$ cat src/rtl/multiplier_shift_add_unsigned_pkg.sv
`default_nettype none
// ============================================================================
// Package    : mult_pkg
// Purpose    : Shared types for the shift-and-add multiplier family. The state
//              enum is common to all multiplier variants so that debug views
//              and future variants decode states identically.
// Contents   : mult_state_t  - FSM state encoding (2 bits)
//              MULT_STATE_W  - width of mult_state_t
// Revision   : 1.0 - initial release
// ============================================================================
package mult_pkg;

  localparam int MULT_STATE_W = 2;

  typedef enum logic [MULT_STATE_W-1:0] {
    S_IDLE   = 2'd0,
    S_ADD    = 2'd1,
    S_SHIFT  = 2'd2,
    S_OUTPUT = 2'd3
  } mult_state_t;

endpackage : mult_pkg
`default_nettype wire

$ cat src/rtl/multiplier_shift_add_unsigned.sv
`default_nettype none
// ============================================================================
// Module     : multiplier_shift_add_unsigned
// Purpose    : Sequential shift-and-add unsigned multiplier. Consumes one
//              multiplier bit per iteration and produces the full-width
//              product A*B. Start/done handshake with clock-enable gating.
// Parameters : MUL_A_BITS - multiplicand width (>=2)
//              MUL_B_BITS - multiplier width (>=2), also the iteration count
// Ports      : CLK             in   clock, rising edge
//              SRST_N          in   synchronous reset, active-low
//              CE              in   clock enable; low holds everything
//              MULTIPLICAND_IN in   operand A, sampled on accepted start
//              MULTIPLIER_IN   in   operand B, sampled on accepted start
//              PRODUCT_OUT     out  registered A*B, held until next result
//              start           in   request, accepted only when idle
//              busy            out  high while an operation is in flight
//              done            out  one CE-cycle pulse on PRODUCT_OUT update
// Options    : MULT_SKIP_ZERO_EN - when defined, the add state is skipped
//              for multiplier bits that are 0 (operand-dependent latency).
// Revision   : 1.0 - initial release
// ============================================================================
module multiplier_shift_add_unsigned
  import mult_pkg::*;
#(
  parameter int MUL_A_BITS = 8,
  parameter int MUL_B_BITS = 8
) (
  input  logic                           CLK,
  input  logic                           SRST_N,
  input  logic                           CE,
  input  logic [MUL_A_BITS-1:0]          MULTIPLICAND_IN,
  input  logic [MUL_B_BITS-1:0]          MULTIPLIER_IN,
  output logic [MUL_A_BITS+MUL_B_BITS-1:0] PRODUCT_OUT,
  input  logic                           start,
  output logic                           busy,
  output logic                           done
);

  localparam int P_BITS   = MUL_A_BITS + MUL_B_BITS;
  // One extra bit above the product holds the carry out of each add.
  localparam int ACC_BITS = P_BITS + 1;
  localparam int CNT_BITS = $clog2(MUL_B_BITS);
  localparam logic [CNT_BITS-1:0] CNT_INIT = CNT_BITS'(MUL_B_BITS - 1);

  mult_state_t             state_q;
  mult_state_t             state_d;
  logic [ACC_BITS-1:0]     acc_q;
  logic [MUL_A_BITS-1:0]   mcand_q;
  logic [CNT_BITS-1:0]     cnt_q;
  logic [P_BITS-1:0]       product_q;
  logic                    done_q;

  // --------------------------------------------------------------------------
  // State register: reset wins over CE.
  // --------------------------------------------------------------------------
  always_ff @(posedge CLK) begin
    if (!SRST_N) begin
      state_q <= S_IDLE;
    end else if (CE) begin
      state_q <= state_d;
    end
  end

  // --------------------------------------------------------------------------
  // Next-state logic.
  // --------------------------------------------------------------------------
  always_comb begin
    state_d = state_q;
    case (state_q)
      S_IDLE: begin
        if (start) begin
`ifdef MULT_SKIP_ZERO_EN
          // First multiplier bit decides whether an add is needed at all.
          state_d = MULTIPLIER_IN[0] ? S_ADD : S_SHIFT;
`else
          state_d = S_ADD;
`endif
        end
      end
      S_ADD: begin
        state_d = S_SHIFT;
      end
      S_SHIFT: begin
        if (cnt_q == '0) begin
          state_d = S_OUTPUT;
        end else begin
`ifdef MULT_SKIP_ZERO_EN
          // acc_q[1] is the bit that lands in acc[0] after this shift.
          state_d = acc_q[1] ? S_ADD : S_SHIFT;
`else
          state_d = S_ADD;
`endif
        end
      end
      S_OUTPUT: begin
        state_d = S_IDLE;
      end
      default: begin
        state_d = S_IDLE;
      end
    endcase
  end

  // --------------------------------------------------------------------------
  // Working registers (not reset: a fresh start always reloads them).
  // Upper field acc[P_BITS:MUL_B_BITS] accumulates partial products; the
  // lower field starts as the multiplier and is consumed from bit 0 while
  // product bits shift in from above.
  // --------------------------------------------------------------------------
  always_ff @(posedge CLK) begin
    if (CE) begin
      case (state_q)
        S_IDLE: begin
          if (start) begin
            acc_q   <= {{(MUL_A_BITS + 1){1'b0}}, MULTIPLIER_IN};
            mcand_q <= MULTIPLICAND_IN;
            cnt_q   <= CNT_INIT;
          end
        end
        S_ADD: begin
          if (acc_q[0]) begin
            acc_q[P_BITS:MUL_B_BITS] <= acc_q[P_BITS:MUL_B_BITS] + {1'b0, mcand_q};
          end
        end
        S_SHIFT: begin
          acc_q <= acc_q >> 1;
          cnt_q <= cnt_q - CNT_BITS'(1);
        end
        default: begin
        end
      endcase
    end
  end

  // --------------------------------------------------------------------------
  // Result and done registers. The carry bit is always 0 after the final
  // shift, so only the low P_BITS are published.
  // --------------------------------------------------------------------------
  always_ff @(posedge CLK) begin
    if (!SRST_N) begin
      product_q <= '0;
      done_q    <= 1'b0;
    end else if (CE) begin
      case (state_q)
        S_IDLE: begin
          done_q <= 1'b0;
        end
        S_OUTPUT: begin
          product_q <= acc_q[P_BITS-1:0];
          done_q    <= 1'b1;
        end
        default: begin
        end
      endcase
    end
  end

  // --------------------------------------------------------------------------
  // Outputs.
  // --------------------------------------------------------------------------
  always_comb begin
    busy        = (state_q != S_IDLE);
    done        = done_q;
    PRODUCT_OUT = product_q;
  end

endmodule : multiplier_shift_add_unsigned
`default_nettype wire

$ cat config.mk
export PLATFORM = sky130hd
export DESIGN_NAME = multiplier_shift_add_unsigned
export DESIGN_NICKNAME = d
export VERILOG_FILES = /design/src/rtl/multiplier_shift_add_unsigned_pkg.sv /design/src/rtl/multiplier_shift_add_unsigned.sv
export SDC_FILE = /design/constraint.sdc
export NUM_CORES = 1
export LEC_CHECK = 0
export CAP_MARGIN = 20
export CORE_MARGIN = 2
export CORE_UTILIZATION = 30
export CTS_BUF_LIST = sky130_fd_sc_hd__clkbuf_4
export DETAILED_ROUTE_END_ITERATION = 8
export PLACE_DENSITY = 0.5
export SLEW_MARGIN = 20
export SYNTH_ARGS = -nofsm -noshare
export SYNTH_HDL_FRONTEND = slang
export SYNTH_SLANG_ARGS = --single-unit
$ cat constraint.sdc
create_clock -name CLK -period 6.93 [get_ports CLK]
set_clock_uncertainty 0.1 [all_clocks]
set_input_delay 2.079 -clock CLK [delete_from_list [all_inputs] [get_ports CLK]]
set_output_delay 2.079 -clock CLK [all_outputs]
set_load 0.01 [all_outputs]
==> impl_metrics.tcl <==
set metrics [dict create \
    syn_to_final_growth_pct 24.1 \
    hold_viol_final 0 \
    dieArea_um2 8150 \
    powerDensity_nw_per_um2 200 \
    cp-start-kind "flip-flop" \
    drtAntennaViolNets 0 \
    synth_top_area_cell "edfxtp_1" \
    grt_antenna_before_repair 0 \
    wire_per_inst_um 12.4 \
    clk_latency_ns 0.36 \
    endpoint_kind "output port" \
    first_global_vias 1434 \
    syn_inst 200 \
    rsz0062_at_grt "false" \
    whs_endpoint "PRODUCT_OUT[3]" \
    drt_pass1_iterations 4 \
    post-place-ws_ns 2.86 \
    viasPerCell 4.44 \
    synth_top_area_share_pct 37.6 \
    synth_edf_count 28 \
    max_slew.worst_pin.slew_ns 0.942 \
    drive_gt1_share_pct 7.59 \
    r2r-end "acc_q[0]" \
    netlist_area_um2 2230 \
    grt_max_degree 22 \
    cp_max_fo 4 \
    regArea_um2 1220 \
    use_met1_pct 15.2 \
    yosys-top-cells-count "38 x nand2_1, 28 x edfxtp_1, 19 x dfxtp_1" \
    hold_buffers 0 \
    instances_no_fill 336 \
    regToRegStartpoint "state_q[0]" \
    cts_tree "yes" \
    cts_buffers 5 \
    holdCritStartpoint "PRODUCT_OUT[3]" \
    status "completed" \
    fp.dieH_um 90.3 \
    fillers 776 \
    dp_hpwl_um 3070 \
    post-cts-setup-buffers 0 \
    synth_warnings 0 \
    drc 0 \
    slew_headroom_pct 36.9 \
    fin_nets 272 \
    dr_total_vias 1491 \
    hold_class "reg -> reg" \
    ys_ff_latch 47 \
    p_total_mw 0.554 \
    yosys-top-cells-area "edfxtp_1 38%, dfxtp_1 17%, ha_1 7.8%" \
    synth.distinct_cells 34 \
    place.gp.congestion 0.738 \
    fin_crit_ns 3.88 \
    grt_use_met3_pct 2.84 \
    grt_overflow 0 \
    syn-num-nets 235 \
    drv_slew 0 \
    antenna_cells 0 \
    r2r_slack_ns 4.36 \
    finalWorstSetupSlack_ns 3.05 \
    multiInputGateArea_um2 965 \
    grtUsageTotal_pct 10.8 \
    die_w_um 90.3 \
    cts_buffer_depth 2 \
    portBuffers 37 \
    path_clk_slew_ns 0.14 \
    routed_wl_um 4180 \
    reg2reg_depth 4 \
    first_iter_violations 74 \
    cp.arrival_ns 1.70 \
    htreeDepth 2 \
    max_freq_mhz 258 \
    drv_cap 0 \
    core_um2 7210 \
    ctsRootBufferMaster "clkbuf_4" \
    cts_resized 0 \
    synth_most_common_cell "nand2_1" \
    setup_violations 0 \
    worstPathRequired_ns 4.75 \
    synth_top_flop_cell "edfxtp_1" \
    whs_path_depth 2 \
    async_flop_share_pct 0 \
    critPathKind "reg -> out" \
    num_rows 31 \
    setup_tns_ns 0 \
    cts_sinks 47 \
    power_leakage_nw 0.954 \
    fin_crit_sh_pct 56.0 \
    grt_pass1_wl_um 6960 \
    syn_area_per_cell_um2 11.2 \
    grt_use_met2_pct 15.7 \
    initial_core_util_pct 31.0 \
    io_pins 38 \
    place_inst 329 \
    busiest_layer "met2" \
    ys_seq_area_share_pct 54.6 \
    ir_drop_v 0.0000642 \
]
-- metrics by stage --
stage | instance area [um^2] | hold WS [ns] | util, %
4_1_cts | 2770 | 0.367 | 38.4
3_3_place_gp | 2700 | 0.346 | 37.4
3_5_place_dp | 2700 | 0.349 | 37.4
2_1_floorplan | 2230 | 0.379 | -
6_report | 2770 | 0.362 | 38.4
5_1_grt | 2770 | 0.401 | 38.4
-- logic make-up after synthesis --
logic type | synth area share [%]
compound gates | 13.6
simple gates | 13.3
flops | 54.6
fa+ha+maj | 8.73
mux | 4.48
buf+inv | 2.18
xor+xnor | 3.14
-- state kept, by name, indices dropped and copies added (netlist names) --
name,cells
state_q,2
PRODUCT_OUT,16
acc_q,17
mcand_q,8
cnt_q,3
done,1
-- layer usage --
layer  part of all wire [%]  up-vias
met5                      0        -
met4                    1.8        0
met3                    3.4        5
met2                     43       26
met1                     51      686
li1                       -      774
-- power breakdown --
group	total [mW]	internal, mW	leakage [nW]	switching [mW]
registers	0.317	0.309	0.409	0.00771
logic	0.0724	0.0366	0.503	0.0358
clock network	0.164	0.0784	0.0417	0.0860
total	0.554	0.424	0.954	0.130
-- critical path, stage by stage (launching register included) --
cell and delay [ns]:
dfxtp_1 0.41, inv_1 0.09, ha_1 0.23, inv_1 0.08
clkdlybuf4s50_1 0.54
-- worst max-delay path by stage --
stage,start,end,cells after the start
after floorplan,CE,acc_q[0],2
after global placement,CE,acc_q[2],3
after detailed placement,CE,acc_q[3],3
after CTS,state_q[0],busy,4
after global routing,state_q[0],busy,4
final,state_q[0],busy,4
-- area by class of cell --
cell class	count	area share, %
multi-input cells	141	34.8
repair buffers	37	13.4
well taps	99	4.47
flip-flops and latches	47	44.0
clock inverters	1	1.08
clock buffers	6	1.62
inverters	5	0.677
-- cell usage in the layout (no fill, tap or decap) --
cell	instances
a2111oi_4	1
a211oi_1	1
a21boi_0	16
a21boi_1	1
a21o_1	2
a21oi_1	5
a21oi_2	1
a22oi_1	4
a31oi_1	1
and2_1	2
and3_1	2
and3_4	1
bufinv_16	1
clkbuf_4	6
clkdlybuf4s50_1	37
dfxtp_1	19
edfxtp_1	28
fa_1	1
ha_1	14
inv_1	5
mux2_2	8
mux2i_1	1
nand2_1	38
nand3_1	4
nor2_1	10
nor2b_1	7
nor3_1	2
o21a_1	1
o21ai_0	4
o21ai_1	4
o21bai_1	1
or3_1	1
xnor2_1	3
xor2_1	5
(Power assumes the default switching activity.)
==> RTL change 1, RTL diff (same flow settings) <==
Put a register stage on the output `PRODUCT_OUT`, without a reset. The value now appears one clock later. The other outputs are not delayed to match. Comments in the files are not updated.
--- a/src/rtl/multiplier_shift_add_unsigned.sv
+++ b/src/rtl/multiplier_shift_add_unsigned.sv
@@ -43,2 +43,4 @@
   localparam logic [CNT_BITS-1:0] CNT_INIT = CNT_BITS'(MUL_B_BITS - 1);
+
+  logic [MUL_A_BITS+MUL_B_BITS-1:0] PRODUCT_OUT_d;
 
@@ -163,3 +165,7 @@
     done        = done_q;
-    PRODUCT_OUT = product_q;
+    PRODUCT_OUT_d = product_q;
+  end
+
+  always_ff @(posedge CLK) begin
+    PRODUCT_OUT <= PRODUCT_OUT_d;
   end
Behaviour: no difference found for any inputs over 10 cycles, from zero or initial values and one cycle with SRST_N low; that may be too few to reach the edited logic, so the function may still have changed.
==> RTL change 1 against the unedited design <==
Die area grew 14%. Clock power is 77% higher. Critical path type unchanged. Cell area up 15%. Global-route usage grew 0.45 points. Hold slack got worse by 0.11 ns. Sequential cell count rose by 16. First-iteration DRC count fell by 49%. Register-to-register slack improved by 0.05 ns. Synthesized area up 14%. Count of clock-buffer cells in the layout is 3 higher. Worst setup slack worse by 0.021 ns. Routed wire length up 8.9%. Total power grew 40%.
==> RTL change 1: results (changes against the unedited design) <==
| Metric | Value |
|---|---|
| Status | finished clean |
| DRT Wirelength | 4.55 mm (+8.9%) |
| R2R setup slack | 4.41 ns (+0.05 ns) |
| Slew margin rel. | 0.386 (+0.0166) |
| Layout cells sized above 1 | 0.0992 (+0.0233) |
| Top cells by area, synth | edfxtp_1, dfxtp_1, ha_1 |
| Fin cells | 367 (+9.2%) |
| CTS resizes | 0 (unchanged) |
| N_diodes | 0 (unchanged) |
| WHS Path Cells | 0 (-2) |
| Worst hold start | PRODUCT_OUT_d[10] |
| DRT met1 WL | 2.17 mm (+1.2%) |
| Main flop type after synthesis | dfxtp_1 |
| Peak supply drop | 0.000100 V (+56%) |
| Worst-skew pair later-pin latency | 0.41 ns (+0.05 ns) |
| CTS HTree Levels | 3 (+1) |
| First-pass GRT wire length | 7.47 mm (+7.3%) |
| Fill cells | 832 (+7.2%) |
| Worst hold slack | 0.252 ns (-0.110 ns) |
| Placed insts | 351 (+6.7%) |
| Routed wire length on met3 | 226 um (+58%) |
| WL met2 | 2.06 mm (+14%) |
| Synthesis-to-layout area growth | 24.8% |
| Total track usage | 0.112 (+0.00454) |
| Inserted Clock Buffers | 9 (+4) |
| Clk buf depth | 2 (unchanged) |
| Place WS | 2.92 ns (+0.0632 ns) |
| Iter 0 DRT Violations | 38 (-49%) |
| CTS Root Cell | clkbuf_4 |
| Worst r2r dst | acc_q[15] |
| Post-synthesis cell count | 216 (+8.0%) |
| Nets | 292 (+7.4%) |
| P_leak | 1.13 nW (+18%) |
| Detailed-route vias per instance | 4.37 (-1.6%) |
| Mapped Nets | 251 (+6.8%) |
| CP arrival | 1.72 ns (+0.02 ns) |
| Placed Instance Area | 3030 um2 (+12%) |
| Gpl congestion | 0.691 (-6.3%) |
| HPWL Detailed | 3.20 mm (+4.2%) |
| Worst reg2reg path depth | 6 (+2) |
| Synth top cells by count | nand2_1, dfxtp_1, edfxtp_1 |
| Seq/Total Area, Yosys | 0.603 (+0.0569) |
## RTL change 1: cell type report
type / instances / area share
clock buffer: 9 / 0.0212
tap: 105 / 0.0412
multi-input combinational: 141 / 0.302
inverter: 5 / 0.00588
sequential: 63 / 0.483
timing repair buffer: 37 / 0.116
clock inverter: 7 / 0.0298
## RTL change 1: routing by layer
metal / global-route usage / vias up
met5: 0 / -
met4: 0.0536 / 0
met3: 0.0423 / 11
li1: - / 837
met2: 0.171 / 30
met1: 0.140 / 724
## RTL change 1: kinds of logic after synthesis
kind of cell    synth area share
compound gates             0.119
flops                      0.603
xor+xnor                  0.0274
mux                       0.0392
simple gates               0.116
fa+ha+maj                 0.0764
buf+inv                   0.0191
## RTL change 1: power by group through the flow
stage / registers (mW) / clock network, mW / logic [mW]
floorplan: 0.415 / 0 / 0.0501
global placement: 0.418 / 0 / 0.0740
detailed placement: 0.418 / 0 / 0.0743
CTS: 0.410 / 0.303 / 0.0748
global route: 0.411 / 0.320 / 0.0817
finish: 0.409 / 0.291 / 0.0730
## RTL change 1: how the worst max path moves through the flow
stage / from / endpoint / slack [ns] / cells after the start
3_3_place_gp: CE / acc_q[7] / 2.94 / 3
2_1_floorplan: CE / acc_q[0] / 3.72 / 2
6_report: state_q[0] / busy / 3.03 / 4
4_1_cts: state_q[0] / busy / 2.99 / 4
5_1_grt: state_q[1] / busy / 2.94 / 4
3_5_place_dp: CE / acc_q[7] / 2.92 / 3
## RTL change 1: worst register-to-register path, stage by stage (launching register included)
cell and delay [ns]:
dfxtp_1 0.36, inv_1 0.10, ha_1 0.71, nor2_1 0.14
nor2_1 0.13, a21oi_1 0.05, nor2_1 0.58
==> RTL change 2, RTL diff (same flow settings) <==
Without the edit above. Change the parameter `MUL_B_BITS` from 8 to 16.
--- a/src/rtl/multiplier_shift_add_unsigned.sv
+++ b/src/rtl/multiplier_shift_add_unsigned.sv
@@ -25,3 +25,3 @@
   parameter int MUL_A_BITS = 8,
-  parameter int MUL_B_BITS = 8
+  parameter int MUL_B_BITS = 16
 ) (
Ports: changed (resized MULTIPLIER_IN and PRODUCT_OUT); port bits go from 38 to 54. The function was not compared with the original's and may differ.
==> RTL change 2 against the unedited design <==
Maximum frequency shrank 1.7%. Routed wire length grew 41%. Worst setup slack lost 0.067 ns. Cell area grew 32%. Count of clock-buffer cells in the layout grew 5. Synthesized area grew 30%. Total power grew 30%. Sequential cell count grew 17. Critical path type unchanged. Largest power group unchanged.
==> RTL change 2: results (changes against the unedited design) <==
| Metric | Value |
|---|---|
| DRT met1 WL | 2.78 mm (+29%) |
| Number of enable flip-flop cells after synthesis | 37 (+32%) |
| Worst reg2reg path depth | 7 (+3) |
| Netlist cell types | 36 (+5.9%) |
| Grt met3 use | 0.0390 (+0.0106) |
| Status | finished clean |
| Post-synthesis cell count | 255 (+28%) |
| Compound-cell area share of the yosys netlist | 0.125 (-0.0103) |
| Reg2reg start | acc_q[16] |
| Slew margin rel. | 0.388 (+0.0189) |
| Post-synthesis adder-cell area fraction | 0.0671 (-0.0202) |
| Fin cells | 443 (+32%) |
| I/O Buffers | 53 (+43%) |
| Mapped Nets | 298 (+27%) |
| R2R setup slack | 4.52 ns (+0.16 ns) |
| First-pass GRT wire length | 9.77 mm (+40%) |
| WL met2 | 2.73 mm (+50%) |
| Top cells by area, synth | edfxtp_1, dfxtp_1, nand2_1 |
| Hold Path End | PRODUCT_OUT[5] |
| P_leak | 1.23 nW (+29%) |
| Gpl congestion | 0.702 (-4.9%) |
| Yosys top cell area share | 0.382 (+0.00584) |
| Pin count of the biggest net entering global routing | 31 (+41%) |
| Max FFs per register | 25 (+8) |
| Inserted Clock Buffers | 9 (+4) |
| Clock slew at reported path FFs | 0.11 ns (-0.03 ns) |
| CP arrival | 1.77 ns (+0.07 ns) |
| Routed wire length on met3 | 316 um (+120%) |
| Via count of the routed design | 1,991 (+34%) |
-- RTL change 2: power by group --
group,leakage [nW],switching (mW),internal (mW)
Combinational,0.617,0.0411,0.0410
Sequential,0.554,0.00922,0.420
Clock,0.0617,0.133,0.0785
Total,1.23,0.183,0.539
-- RTL change 2: worst max path at each step --
stage / end / cells past startpoint / from
final: busy / 4 / state_q[0]
after global routing: busy / 4 / state_q[0]
after CTS: busy / 4 / state_q[0]
after detailed placement: acc_q[10] / 3 / CE
after global placement: acc_q[12] / 3 / CE
after floorplan: acc_q[0] / 2 / CE
-- RTL change 2: area by class of cell --
cell class                      instances  area, um2
Sequential cell                        64       1650
Multi-Input combinational cell        174       1180
Inverter                                6       22.5
Timing Repair Buffer                   54        538
Clock buffer                           11       82.6
Tap cell                              129        161
Fill cell                             968       5670
Clock inverter                          5       25.0
-- RTL change 2: cell families after synthesis --
logic type / after synthesis
AO/OA/AOI/OAI: 53
XOR/XNOR: 7
adder cells (fa/ha/maj): 15
buffers and inverters: 17
flip-flops: 64
multiplexers: 17
AND/OR/NAND/NOR: 82
-- RTL change 2: worst register-to-register path, delay by kind of cell, from the launching register on --
kind / cells / cell delay (ns)
AO/OA/AOI/OAI: 3 / 0.71
AND/OR/NAND/NOR: 1 / 0.05
adder cells (fa/ha/maj): 2 / 0.69
flip-flops: 1 / 0.45
XOR/XNOR: 1 / 0.16
-- RTL change 2: metrics by stage --
| step | power [mW] | setup WS, ns |
|---|---|---|
| 6_report | 0.723 | 2.98 |
| 5_1_grt | 0.762 | 2.89 |
| 4_1_cts | 0.736 | 2.95 |
| 3_5_place_dp | 0.521 | 2.68 |
| 3_3_place_gp | 0.520 | 2.72 |
| 2_1_floorplan | 0.487 | 3.27 |
